### config.mk
export PLATFORM = sky130hd
export DESIGN_NAME = rv32i_fetch
export DESIGN_NICKNAME = d
export VERILOG_FILES = /design/src/rtl/rv32i_fetch_pkg.sv /design/src/rtl/rv32i_fetch_fifo.sv /design/src/rtl/rv32i_fetch.sv
export SDC_FILE = /design/constraint.sdc
export NUM_CORES = 1
export LEC_CHECK = 0
export CAP_MARGIN = 25
export CORE_MARGIN = 2
export CORE_UTILIZATION = 57
export DETAILED_ROUTE_END_ITERATION = 6
export DONT_BUFFER_PORTS = 1
export GPL_TIMING_DRIVEN = 0
export HOLD_SLACK_MARGIN = 0.06
export PLACE_DENSITY = 0.77
export SLEW_MARGIN = 20
export SYNTH_ARGS = -nofsm -noshare
export SYNTH_HDL_FRONTEND = slang
export SYNTH_SLANG_ARGS = --single-unit
export TNS_END_PERCENT = 10
### constraint.sdc
create_clock -name clk -period 3.6 [get_ports clk]
set_input_delay 0.9 -clock clk [delete_from_list [all_inputs] [get_ports clk]]
set_output_delay 0.9 -clock clk [all_outputs]
set_load 0.02 [all_outputs]
### src/rtl/rv32i_fetch_pkg.sv
// rtl/rv32i_fetch_pkg.sv - shared RV32I constants and the fetch entry type
package rv32i_fetch_pkg;

   localparam logic [31:0] RV32I_NOP                  = 32'h0000_0013;
   localparam logic [31:0] RV32I_RESET_VECTOR_DEFAULT = 32'h0000_0000;
   localparam logic [31:0] RV32I_TRAP_VECTOR_DEFAULT  = 32'h0000_0040;

   typedef struct packed {
      logic [31:0] pc;
      logic [31:0] instr;
   } fetch_entry_t;

   function automatic logic [31:0] word_align(input logic [31:0] addr);
      return {addr[31:2], 2'b00};
   endfunction

endpackage

### src/rtl/rv32i_fetch_fifo.sv
// rtl/rv32i_fetch_fifo.sv - prefetch FIFO; flush wins over push/pop in the same cycle
module rv32i_fetch_fifo #(
   parameter int WIDTH = 64,
   parameter int DEPTH = 4
) (
   input  logic                     clk,
   input  logic                     reset_n,
   input  logic                     push,
   input  logic [WIDTH-1:0]         push_data,
   input  logic                     pop,
   input  logic                     flush,
   output logic [$clog2(DEPTH):0]   count,
   output logic [WIDTH-1:0]         head
);

   localparam int AW = $clog2(DEPTH);
   localparam int CW = AW + 1;

   logic [WIDTH-1:0] mem [DEPTH];
   logic [AW-1:0]    rd_ptr;
   logic [AW-1:0]    wr_ptr;
   logic             do_push;
   logic             do_pop;

   assign do_pop  = pop && (count != '0);
   assign do_push = push && ((count != CW'(DEPTH)) || do_pop);
   assign head    = mem[rd_ptr];

   // Pointers wrap naturally because DEPTH is a power of two.
   always_ff @(posedge clk) begin
      if (!reset_n || flush) begin
         rd_ptr <= '0;
         wr_ptr <= '0;
         count  <= '0;
      end else begin
         if (do_push) wr_ptr <= wr_ptr + 1'b1;
         if (do_pop)  rd_ptr <= rd_ptr + 1'b1;
         count <= count + CW'(do_push) - CW'(do_pop);
      end
   end

   always_ff @(posedge clk) begin
      if (do_push) mem[wr_ptr] <= push_data;
   end

endmodule

### src/rtl/rv32i_fetch.sv
// rtl/rv32i_fetch.sv - RV32I instruction fetch with prefetch FIFO and redirect flush
// Optional misaligned-redirect trap: RV32I_FETCH_MISALIGN_TRAP_EN
module rv32i_fetch
   import rv32i_fetch_pkg::*;
#(
   parameter logic [31:0] RV32I_RESET_VECTOR    = RV32I_RESET_VECTOR_DEFAULT,
   parameter int          RV32I_FETCH_DEPTH     = 4,
   parameter int          RV32I_MAX_OUTSTANDING = 2
`ifdef RV32I_FETCH_MISALIGN_TRAP_EN
   ,
   parameter logic [31:0] RV32I_TRAP_VECTOR     = RV32I_TRAP_VECTOR_DEFAULT
`endif
) (
   input  logic        clk,
   input  logic        reset_n,
   output logic [31:0] iaddress,
   output logic        iread,
   input  logic        iwaitrequest,
   input  logic [31:0] ireaddata,
   input  logic        ireaddatavalid,
   input  logic        stall,
   input  logic        update_pc,
   input  logic [31:0] new_pc,
   output logic [31:0] instr,
   output logic [31:0] pc
`ifdef RV32I_FETCH_MISALIGN_TRAP_EN
   ,
   output logic        misaligned
`endif
);

   localparam int CW = $clog2(RV32I_FETCH_DEPTH) + 1;
   localparam int OW = $clog2(RV32I_MAX_OUTSTANDING + 1);
   localparam int SW = ((CW > OW) ? CW : OW) + 1;

   logic [31:0]   fetch_pc;
   logic [31:0]   ret_pc;
   logic [31:0]   redirect_pc;
   logic [OW-1:0] outstanding;
   logic [OW-1:0] discard;
   logic [CW-1:0] fifo_count;
   logic [SW-1:0] occupancy;
   fetch_entry_t  fifo_head;
   fetch_entry_t  push_entry;
   logic          accept;
   logic          resp_valid;
   logic          keep;
   logic          pop;
   logic          fifo_empty;

`ifdef RV32I_FETCH_MISALIGN_TRAP_EN
   logic misalign_req;
   assign misalign_req = |new_pc[1:0];
   assign redirect_pc  = misalign_req ? word_align(RV32I_TRAP_VECTOR) : word_align(new_pc);
`else
   assign redirect_pc  = word_align(new_pc);
`endif

   // Counting buffered plus in-flight words guarantees every response has a FIFO slot.
   assign occupancy  = SW'(fifo_count) + SW'(outstanding);
   assign iread      = reset_n && !update_pc
                       && (occupancy < SW'(RV32I_FETCH_DEPTH))
                       && (outstanding < OW'(RV32I_MAX_OUTSTANDING));
   assign iaddress   = fetch_pc;
   assign accept     = iread && !iwaitrequest;
   assign resp_valid = ireaddatavalid && (outstanding != '0);
   assign keep       = resp_valid && (discard == '0) && !update_pc;
   assign fifo_empty = (fifo_count == '0);
   assign pop        = !stall && !fifo_empty && !update_pc;
   assign push_entry = '{pc: ret_pc, instr: ireaddata};

   rv32i_fetch_fifo #(
      .WIDTH ($bits(fetch_entry_t)),
      .DEPTH (RV32I_FETCH_DEPTH)
   ) u_fifo (
      .clk       (clk),
      .reset_n   (reset_n),
      .push      (keep),
      .push_data (push_entry),
      .pop       (pop),
      .flush     (update_pc),
      .count     (fifo_count),
      .head      (fifo_head)
   );

   always_ff @(posedge clk) begin
      if (!reset_n) begin
         fetch_pc    <= RV32I_RESET_VECTOR;
         ret_pc      <= RV32I_RESET_VECTOR;
         outstanding <= '0;
         discard     <= '0;
      end else begin
         if (update_pc) begin
            fetch_pc <= redirect_pc;
            ret_pc   <= redirect_pc;
         end else begin
            if (accept) fetch_pc <= fetch_pc + 32'd4;
            if (keep)   ret_pc   <= ret_pc + 32'd4;
         end
         outstanding <= outstanding + OW'(accept) - OW'(resp_valid);
         // A response landing in the redirect cycle is already dropped, so it is not counted.
         if (update_pc)
            discard <= outstanding - OW'(resp_valid);
         else if (resp_valid && (discard != '0))
            discard <= discard - 1'b1;
      end
   end

   always_ff @(posedge clk) begin
      if (!reset_n) begin
         instr <= RV32I_NOP;
         pc    <= RV32I_RESET_VECTOR;
      end else if (update_pc) begin
         instr <= RV32I_NOP;
         pc    <= new_pc;
      end else if (!stall) begin
         if (!fifo_empty) begin
            instr <= fifo_head.instr;
            pc    <= fifo_head.pc;
         end else begin
            instr <= RV32I_NOP;
         end
      end
   end

`ifdef RV32I_FETCH_MISALIGN_TRAP_EN
   always_ff @(posedge clk) begin
      if (!reset_n)
         misaligned <= 1'b0;
      else
         misaligned <= update_pc && misalign_req;
   end
`endif

endmodule
==> flow_summary.ini <==
[status]
status = finished, final reports clean

[setup_path]
worstPathMaxFanout = 5
crit_required_ns = 2.70
critical_path.max_stage_delay_ns = 0.46
worst-path-buf-inv = 0
timing.critical_path.to_type = output pin
setup.worst_path.start_class = flop
crit_path_kind = flop to output pin
crit_path_top_delay_cell = sky130_fd_sc_hd__dfxtp_1
critical_path_arrival_ns = 2.01
worst_path_dominant_cell_family = simple AND/OR/NAND/NOR gates
path_cells = ha_1, nand3_1, nand2_1, nor2_1

[placed_design]
io_buffer_count = 0
dp.cells = 1357
dp_worst_setup_slack_ns = 0.113
gp_congestion = 0.826
detailedPlacementHpwl_um = 22700

[timing]
fin_crit_sh_pct = 81.0
clock-skew-final_ns = 0.0219
drv_slew = 0
fmax_mhz = 343
timing.slew.headroom_pct = 34.4
setup_slack_ns = 0.686
final-setup-viol-count = 0
hold_viol = 0
period_minus_slack_ns = 2.91
timing_worst_slew_pin_value_ns = 0.981
timing.setup.tns_ns = 0
rsz0062_at_grt = no

[run]
max_cap_viol_count = 0

[clocking]
h-tree-depth = 2
cts_tree = yes
post_cts_hold_buffer_count = 0
cts_repair_resize_count = 0
cts-root-to-sink-buffers = 3
worst_setup_hold_path_clk_slew_ns = 0.06
tritoncts_buffer_count = 41
cts-root-buf = sky130_fd_sc_hd__clkbuf_16
clock_latency_ns = 0.54
clock_sinks = 385
post_cts.repair.setup_buffers = 0

[yosys]
synth_commonest_cells = 248 x sky130_fd_sc_hd__edfxtp_1, 137 x sky130_fd_sc_hd__dfxtp_1, 87 x sky130_fd_sc_hd__nand2_1, 62 x sky130_fd_sc_hd__mux4_2, 60 x sky130_fd_sc_hd__nor2_1
yosys.cell_count.top_type = sky130_fd_sc_hd__edfxtp_1
synth.distinct_cells = 49
synthesis.area_per_instance_um2 = 14.6
syn_inst = 1017
synth_top_area_share_pct = 50.2
yosys_register_bits = 385
synth_enable_flop_cells = 248
synth_largest_area_cell = sky130_fd_sc_hd__edfxtp_1
ys_seq_area_share_pct = 68.6
synth-main-ff-cell = sky130_fd_sc_hd__edfxtp_1
synth_area_um2 = 14800
async_flop_share_pct = 0
netlist_top_cells_area = sky130_fd_sc_hd__edfxtp_1 50%, sky130_fd_sc_hd__dfxtp_1 18%, sky130_fd_sc_hd__mux4_2 9.4%
synth.yosys.warnings = 0

[grt]
global_route.peak_usage_layer = met2
grt_pass1_vias = 8735
antenna_violations_before_repair = 4
grtUsageMet3_pct = 8.17
groute.usage.overall_pct = 25.0
grt_remaining_overflow = 0
grt_first_pass_wirelength_um = 50500
grt_util_met1_pct = 30.8
maximum_number_of_pins_on_one_net_before_global_route_repair = 42
gr_met2_demand_resource_pct = 41.1

[drt]
postRouteAntennaNets = 0
drt-vias-per-instance = 6.18
detail_route.first_pass.iterations = 5
wl_um = 34300
vias = 8884
drt_first_iter_violations = 822
drc = 0
wl_per_cell_um = 23.8

[floorplanning]
die_x_um = 165
die_area_um2 = 27400
initial_utilization_pct = 57.5
floorplan.die.height_um = 165
count_of_pins_on_the_block_boundary = 167
rows = 59
core_um2 = 25800

[hold_path]
min_path_type = input port to flop

[layout]
fraction_of_layout_instances_using_a_drive_strength_above_1_pct = 13.6
finish.utilization_pct = 65.0
post_layout_nonfiller_instances = 1438
multiInputGateArea_um2 = 4350
num-fill-cells = 1806
syn2layout_area_growth_pct = 13.2
nets = 1149
final-seq-area_um2 = 10200

[power_and_ir_drop]
power.switching_mw = 2.18
pwr-share-clk_pct = 43.9
p_sw_share_pct = 22.0
p_per_area_nw_per_um2 = 589
sequentialPowerShare_pct = 51.3
peakVddDrop_v = 0.000428
p_leak_nw = 5.37
internal-power_mw = 7.72
power_frac_comb_pct = 4.8
-- sequential cells by signal, indices dropped and copies added, names as in the netlist, named ones only --
| signal | cells |
|---|---|
| instr | 32 |
| ret_pc | 30 |
| outstanding | 2 |
| iaddress | 30 |
| u_fifo.wr_ptr | 2 |
| u_fifo.count | 3 |
| u_fifo.rd_ptr | 2 |
| u_fifo.mem | 248 |
| pc | 32 |
| discard | 2 |
-- cells in the final DEF, fill, tap and decap left out, drive strengths merged, types with 12 or more instances in the layout --
master  instances
o21ai          33
edfxtp        248
nor2           60
dfxtp         137
nor3           18
nand3          12
mux4           62
inv            25
clkbuf         97
xor2           12
clkinv         16
nand2          87
a21oi          53
nand4          17
ha             13
a22oi          29
xnor2          44
buf            15
a31oi          34
-- metal layers --
metal	vias to the layer above	wire length [um]
met1	4449	13000
li1	3978	-
met5	-	0
met2	366	16700
met3	91	3150
met4	0	1330
-- per-stage QoR --
step	hold WS, ns	total power [mW]	cell area (um^2)
global route	0.438	10.2	16800
floorplan	0.460	5.47	14900
detailed placement	0.517	5.64	15400
CTS	0.436	9.95	16800
global placement	0.487	5.61	15300
finish	0.454	9.90	16800
-- final cells by class --
class	instances	area share [%]
Antenna cell	5	0.0744
Buffer	58	1.45
Clock buffer	50	6.61
Clock inverter	26	1.82
Inverter	22	0.491
Multi-Input combinational cell	553	25.9
Sequential cell	385	60.6
Tap cell	335	2.49
Timing Repair Buffer	4	0.521
-- power groups by stage --
stage	clock network [mW]	registers, mW	logic, mW
floorplan	0	5.12	0.348
global placement	0	5.16	0.447
detailed placement	0	5.17	0.466
CTS	4.40	5.08	0.472
global route	4.56	5.10	0.525
finish	4.34	5.08	0.475
-- worst paths after layout --
| check | from | endpoint | slack [ns] | cells after the start |
|---|---|---|---|---|
| setup reg to reg | discard[0]$_SDFFE_PN0P_ | u_fifo.mem[1][27]$_DFFE_PP_ | 0.76 | 6 |
| setup / recovery | u_fifo.count[1]$_SDFF_PP0_ | iread | 0.69 | 4 |
| hold reg to reg | u_fifo.rd_ptr[1]$_SDFFE_PP0P_ | flop | 0.53 | 2 |
| hold / removal | ireaddata[14] | u_fifo.mem[3][14]$_DFFE_PP_ | 0.45 | 0 |
-- kinds of logic after synthesis --
kind of cell	count (synthesis)	synth area share [%]
flops	385	68.6
simple gates	250	8.26
compound gates	166	6.75
buf+inv	80	2.20
mux	65	9.61
xor+xnor	56	3.30
fa+ha+maj	14	1.23
other cells	1	0.0253
(Power assumes the default switching activity.)
